==> config.mk <==
export PLATFORM = sky130hd
export DESIGN_NAME = muldiv_unit
export DESIGN_NICKNAME = d
export VERILOG_FILES = /design/src/rtl/muldiv_unit.sv
export SDC_FILE = /design/constraint.sdc
export NUM_CORES = 1
export LEC_CHECK = 0
export ABC_CLOCK_PERIOD_IN_PS = 11390
export CAP_MARGIN = 20
export CELL_PAD_IN_SITES_DETAIL_PLACEMENT = 1
export CELL_PAD_IN_SITES_GLOBAL_PLACEMENT = 1
export CORE_ASPECT_RATIO = 1.75
export CORE_MARGIN = 4
export CORE_UTILIZATION = 49
export DETAILED_ROUTE_END_ITERATION = 8
export GPL_TIMING_DRIVEN = 0
export HOLD_SLACK_MARGIN = 0.08
export PLACE_DENSITY_LB_ADDON = 0.1
export SLEW_MARGIN = 10
export SYNTH_ARGS = -nofsm -noshare
export SYNTH_HDL_FRONTEND = slang
export SYNTH_SLANG_ARGS = --single-unit
==> constraint.sdc <==
create_clock -name CLK -period 11.39 [get_ports CLK]
set_input_delay 1.7085 -clock CLK [delete_from_list [all_inputs] [get_ports CLK]]
set_output_delay 1.7085 -clock CLK [all_outputs]
set_load 0.05 [all_outputs]
==> src/rtl/muldiv_unit.sv <==
// muldiv_unit: iterative RV32M multiply/divide, one bit per cycle on a shared shift-add / restoring-divide datapath.
module muldiv_unit #(
   parameter int XLEN         = 32,
   parameter bit FAST_SPECIAL = 1'b1
) (
   input  logic            CLK,
   input  logic            CLR,
   input  logic            START,
   input  logic            FLUSH,
   input  logic [2:0]      FUNCT3,
   input  logic [XLEN-1:0] SRC_A,
   input  logic [XLEN-1:0] SRC_B,
   input  logic [4:0]      RD_IN,
   output logic            BUSY,
   output logic            DONE,
   output logic [XLEN-1:0] RESULT,
   output logic [4:0]      RD_OUT,
   output logic            WE_OUT
);
   typedef enum logic [1:0] {IDLE, CALC, FIN} state_t;
   localparam logic [XLEN-1:0] MIN_NEG = {1'b1, {(XLEN-1){1'b0}}};
   state_t state, state_nx;
   logic [XLEN-1:0] hi, lo, bv, a_raw;
   logic [2:0] op;
   logic [4:0] cnt, rd;
   logic neg, dz, ovf;
   logic sgn_a, sgn_b, start_dz, start_ovf, start_neg, go, ge;
   logic [XLEN-1:0] abs_a, abs_b, q, r, fin_val;
   logic [XLEN:0] sum, sh, diff;
   logic [2*XLEN-1:0] prod_s;
   always_comb begin
      sgn_a     = (FUNCT3 == 3'd1 || FUNCT3 == 3'd2 || FUNCT3 == 3'd4 || FUNCT3 == 3'd6) && SRC_A[XLEN-1];
      sgn_b     = (FUNCT3 == 3'd1 || FUNCT3 == 3'd4 || FUNCT3 == 3'd6) && SRC_B[XLEN-1];
      abs_a     = sgn_a ? -SRC_A : SRC_A;
      abs_b     = sgn_b ? -SRC_B : SRC_B;
      start_dz  = FUNCT3[2] && SRC_B == '0;
      start_ovf = FUNCT3[2] && !FUNCT3[0] && SRC_A == MIN_NEG && SRC_B == '1;
      start_neg = (FUNCT3[2] && FUNCT3[1]) ? sgn_a : sgn_a ^ sgn_b;
      go        = START && !FLUSH && state == IDLE;
      state_nx  = FLUSH ? IDLE :
                  state == IDLE ? (START ? ((FAST_SPECIAL && (start_dz || start_ovf)) ? FIN : CALC) : IDLE) :
                  state == CALC ? (cnt == 5'd31 ? FIN : CALC) : IDLE;
   end
   // One iteration step: multiply adds then shifts right, divide shifts left then trial-subtracts.
   always_comb begin
      sum    = {1'b0, hi} + {1'b0, lo[0] ? bv : '0};
      sh     = {hi, lo[XLEN-1]};
      diff   = sh - {1'b0, bv};
      ge     = !diff[XLEN];
      prod_s = neg ? -{hi, lo} : {hi, lo};
      q      = neg ? -lo : lo;
      r      = neg ? -hi : hi;
      fin_val = dz ? (op[1] ? a_raw : '1) :
                ovf ? (op[1] ? '0 : MIN_NEG) :
                !op[2] ? (op[1:0] == 2'd0 ? prod_s[XLEN-1:0] : prod_s[2*XLEN-1:XLEN]) :
                op[1] ? r : q;
   end
   always_ff @(posedge CLK or posedge CLR) begin
      if (CLR) state <= IDLE;
      else state <= state_nx;
   end
   assign BUSY = state != IDLE;
   always_ff @(posedge CLK or posedge CLR) begin
      if (CLR) begin
         hi <= '0;
         lo <= '0;
         bv <= '0;
         a_raw <= '0;
         op <= '0;
         cnt <= '0;
         rd <= '0;
         neg <= 1'b0;
         dz <= 1'b0;
         ovf <= 1'b0;
         DONE <= 1'b0;
         WE_OUT <= 1'b0;
         RESULT <= '0;
         RD_OUT <= '0;
      end else begin
         DONE <= 1'b0;
         WE_OUT <= 1'b0;
         if (go) begin
            op <= FUNCT3;
            rd <= RD_IN;
            cnt <= '0;
            hi <= '0;
            lo <= FUNCT3[2] ? abs_a : abs_b;
            bv <= FUNCT3[2] ? abs_b : abs_a;
            a_raw <= SRC_A;
            neg <= start_neg;
            dz <= start_dz;
            ovf <= start_ovf;
         end else if (state == CALC && !FLUSH) begin
            cnt <= cnt + 5'd1;
            hi <= op[2] ? (ge ? diff[XLEN-1:0] : sh[XLEN-1:0]) : sum[XLEN:1];
            lo <= op[2] ? {lo[XLEN-2:0], ge} : {sum[0], lo[XLEN-1:1]};
         end else if (state == FIN && !FLUSH) begin
            RESULT <= fin_val;
            RD_OUT <= rd;
            DONE <= 1'b1;
            WE_OUT <= rd != 5'd0;
         end
      end
   end
endmodule
After elaboration in Yosys (flattened, before gate mapping)
Cells that the tools add are included.

Add/subtract/negate cells: 8. Equal/unequal tests: 9. Bitwise logic cells: 3. Reductions and logical operators: 27. Multiplexer cells: 37.

Operator list (number): $mux W32 (21); $neg A32 Y32 (4); $eq A32 B32 Y1 const B (2); $mux W64 (1); $neg A64 Y64 (1); $add A32 B32 Y33 (1); $sub A33 B32 Y33 (1); $logic_not A32 Y1 (1); $mux W2 (6); $logic_and A1 B1 Y1 (11); $mux W5 (2); $mux W1 (7); $eq A3 B3 Y1 const B (2); $logic_or A1 B1 Y1 (6); $add A5 B1 Y5 const B (1); $eq A5 B5 Y1 const B (1); $reduce_bool A5 Y1 (1); $logic_not A2 Y1 (2); $reduce_bool A2 Y1 (2); $eq A3 B1 Y1 const B (1); $eq A3 B2 Y1 const B (1); $logic_not A1 Y1 (3); $reduce_and A3 Y1 (1); $eq A2 B1 Y1 const B (1); 3 further kinds (4).

Word-level logic and storage cells: 99. Bits in registers: 185. Output and inout bits: 40. Bits of input ports: 76.

Depth between registers and ports, before layout
Word-level depth: 9. Depth in mapped cells: 15. Gate-level depth less buffers: 13.

Worst setup path after synthesis
Ideal clock, no wire load.

Kind: input to register. Start: in SRC_B[4]. End: reg lo[29]. Arrival: 4.154 ns. Stages on the path: 9. Setup time: 0.126 ns. Slack: 7.110 ns. Required time: 11.264 ns. Path buffers: 0. Cells stage by stage: or4_1 -> nor4_1 -> nor3b_2 -> nand2_1 -> or3_1 -> o41ai_1 -> xor2_1 -> o22ai_1 -> o32a_1.

Cells in the longest elaborated chain, start to end: 4.

RTL lines: from (decl) (RTL line 12) `input logic [XLEN-1:0] SRC_B,`; $neg A32 Y32 (RTL line 35) `abs_b = sgn_b ? -SRC_B : SRC_B;`; $mux W32 (RTL line 35); $mux W32 (RTL line 87) `lo <= FUNCT3[2] ? abs_a : abs_b;`; $mux W32 (RTL line 82) `if (go) begin`; to (signal assigned) (RTL line 87); to (signal assigned) (RTL line 96) `lo <= op[2] ? {lo[XLEN-2:0], ge} : {sum[0], lo[XLEN-1:1]};`; to (decl) (RTL line 23) `logic [XLEN-1:0] hi, lo, bv, a_raw;`.

Every way passes these cells. A chain may end at the register's enable or synchronous reset.

Worst setup path in the final report
Start: reg hi[26]. End: reg hi[5].

Cells in the longest elaborated chain, start to end: 5.

RTL lines: from (decl) (RTL line 23); from (signal assigned) (RTL line 95) `hi <= op[2] ? (ge ? diff[XLEN-1:0] : sh[XLEN-1:0]) : sum[XLEN:1];`; $sub A33 B32 Y33 (RTL line 48) `diff = sh - {1'b0, bv};`; $mux W32 (2 in series) (RTL line 95); $mux W32 (RTL line 93) `end else if (state == CALC && !FLUSH) begin`; $mux W32 (RTL line 82).

Every way passes these cells. The select of a mux whose other input is x is not followed.

==> key figures <==
Status
  – Outcome: completed

Detailed routing
  – DR vias/cell: 6.84
  – WL met1: 25.8 mm
  – Antenna-violating nets left: 0
  – Met2 routed WL: 38.9 mm
  – DR iter-0 viols: 1649
  – WL final: 81.3 mm
  – Via count: 18405
  – DRT Pass-1 Iters: 8
  – DRC viols: 0
  – Routed WL per cell: 30.2 um
  – DR top layer: met5
  – Met3 routed WL: 5.61 mm

Floorplan
  – Row cnt: 88
  – Die span in y: 249 um
  – Core area: 32900 um^2
  – Horiz. Die Dim: 146 um
  – # IOs: 116
  – Initial Utilization: 49.6%
  – Die ar.: 36400 um^2

Timing
  – Period minus WS final: 5.43 ns
  – Fin crit share: 47.6%
  – Setup TNS: 0 ns
  – Final Hold Fails: 0
  – Slew at the pin closest to its max-slew limit: 1.25 ns
  – Final setup violation count: 0
  – Clock Skews: 0.0142 ns
  – Max-slew headroom: 17.0%
  – Fmax: 0.184 GHz
  – Max-slew violation count: 0
  – Unrepaired setup endpoints after global routing: no

Clocking
  – Longest Clk Path Bufs: 2
  – Worst-Skew Late Latency: 0.47 ns
  – Post-CTS Resized: 0
  – Clk slew on worst S/H paths: 0.09 ns
  – Clock tree from TritonCTS: built
  – CTS root buffer: clkbuf_16
  – # clock sinks: 185
  – Cts hold-fix bufs: 0
  – Post-CTS setup repair buffer count: 0
  – Cts bufs inserted: 17
  – H-tree depth: 4

Cells and area
  – ANT cells: 0
  – Fillers: 4159
  – Fraction of layout cells with a size suffix above 1: 2.93%
  – Commonest non-fill, non-tap cell in the layout: nand2_1
  – Nets: 2422
  – Design area: 18600 um^2
  – Commonest non-fill, non-tap cells in the layout: nand2_1, o21ai_0, dfrtp_1
  – Area delta synth->final: 14.3%

Synthesis
  – Cell taking the most area after synthesis: dfrtp_1
  – Top cell type's share of synthesized area: 28.4%
  – Mux cell area share after synthesis: 3.57%
  – Mapped cell area: 16300 um^2
  – Post-synthesis xor/xnor area fraction: 10.1%
  – Ys Warns: 0
  – Top_reg_cell synth: dfrtp_1
  – Post-synth cell types: 77
  – Flops & latches, synth: 185
  – Largest family of logic cells by synthesized area: compound AO/OA/AOI/OAI gates
  – Seq/Total Area, Yosys: 28.4%
  – Synthesized instance count: 2139
  – Number of synthesized flops with an enable pin: 0
  – Synth Area per Inst: 7.63 um^2
  – Syn Nets: 2288
  – Largest cells by area after synthesis: dfrtp_1, nand2_1, o21ai_0
  – Adder-Cell Fraction of Synth Area: 5.69%
  – Synth Area in Compound Gates: 26.2%
  – Synth Area in Simple Gates: 21.0%
  – Post-synth ARST share: 100%

GRT
  – Largest net degree at the start of global routing: 96
  – First-pass GRT wire length: 121 mm
  – Vias in the first global route: 19755
  – GR Overflow Total: 0
  – Total track usage: 43.9%
  – Antenna violations before repair: 1

Worst setup path
  – CP max stage cell: clkbuf_1
  – Worst setup SP type: register
  – CP Capture Type: register
  – Cell Chain, Critical Path: ha_1 -> clkbuf_1 -> a21oi_1 -> o21ai_0 -> or4_1 -> o221ai_1 -> nand3_1 -> xor2_1 -> buf_1 -> clkbuf_1 -> mux2i_1 -> o21ai_0
  – Crit path buf inv count: 3
  – Worst Path Required: 11.70 ns
  – CP arrival: 5.73 ns
  – Type of the worst setup path: reg -> reg
  – Crit path max-delay family: buffers and inverters
  – CP max FO: 10
  – CP max stage delay: 0.85 ns

Placement
  – Detailed Place HPWL: 64.8 mm
  – Port bufs: 113
  – Placed cell area: 18000 um^2
  – Placer Congestion: 1.03

Power
  – Worst vdd ir: 131 uV
  – PwrDens: 240 nW/um^2
  – Total Power: 4.47 mW
  – LEAKAGE: 7.71 nW

Hold path
  – Min-delay worst type: reg -> reg

Job
  – Max-Cap Viols: 0
-- worst min-delay path: stages (launching register included) --
cell and delay, ns:
dfrtp_1 0.34, nand2_1 0.05, nand2_1 0.05
-- cell families after synthesis --
family	after synthesis
simple gates	746
compound gates	673
buf+inv	215
xor+xnor	189
flops	185
fa+ha+maj	73
mux	58
-- layout make-up --
| cell class | instances | area [um^2] | share of cell area (%) |
|---|---|---|---|
| Tap cell | 405 | 507 | 2.72 |
| Multi-Input combinational cell | 1739 | 10900 | 58.3 |
| Clock buffer | 17 | 425 | 2.28 |
| Clock inverter | 15 | 200 | 1.07 |
| Timing Repair Buffer | 115 | 1190 | 6.36 |
| Inverter | 67 | 259 | 1.39 |
| Sequential cell | 185 | 4630 | 24.8 |
| Buffer | 148 | 566 | 3.03 |
-- Yosys cell counts (20+ instances only) --
cell type  count
a21oi_1      155
o31ai_1       24
a21o_1        22
clkbuf_1     136
or4_1         20
mux2i_1       56
o21ai_0      211
xnor2_1      102
ha_1          71
nand2_1      333
nor3_1        32
nor2_1       171
xor2_1        87
o221ai_1      39
nand3_1       23
nand4_1       24
inv_1         66
dfrtp_1      185
or3_1         24
o211ai_1      67
-- flip-flops by register name, indices dropped and copies added (netlist names), 5 cells and up --
register and cells:
RD_OUT 5, RESULT 32, a_raw 32, bv 32, rd 5, cnt 5
lo 32, hi 32
-- per-layer routing --
| metal | vias to the layer above | global-route usage, % |
|---|---|---|
| met5 | - | 0 |
| met4 | 2 | 46.6 |
| met3 | 479 | 8.96 |
| met2 | 1027 | 75.0 |
| met1 | 8950 | 41.8 |
| li1 | 7947 | - |
-- where the power goes --
group	switching [mW]	total, mW	internal [mW]
sequential	0.278	1.07	0.794
clock	0.339	0.640	0.301
combinational	1.82	2.76	0.944
-- metrics by stage --
| stage | std cells | util, % | hold slack, ns | setup WS (ns) |
|---|---|---|---|---|
| global placement | 2657 | 54.5 | 0.454 | 2.20 |
| floorplan | 2139 | - | 0.440 | 4.65 |
| global route | 2691 | 56.6 | 0.512 | 5.87 |
| finish | 2691 | 56.6 | 0.476 | 5.96 |
| CTS | 2691 | 56.6 | 0.478 | 6.20 |
| detailed placement | 2659 | 54.7 | 0.458 | 5.99 |
-- worst paths after layout --
path                            from   endpoint  slack (ns)  cells after the start
min                        a_raw[25]  a_raw[25]        0.48                      2
max in group asynchronous        CLR      lo[5]        9.17                      3
max                           hi[26]      hi[5]        5.96                     12
min reg2reg                a_raw[25]  a_raw[25]        0.48                      2
max reg2reg                   hi[26]      hi[5]        5.96                     12
min in group asynchronous        CLR     hi[30]        1.68                      3
(Power assumes the default switching activity.)
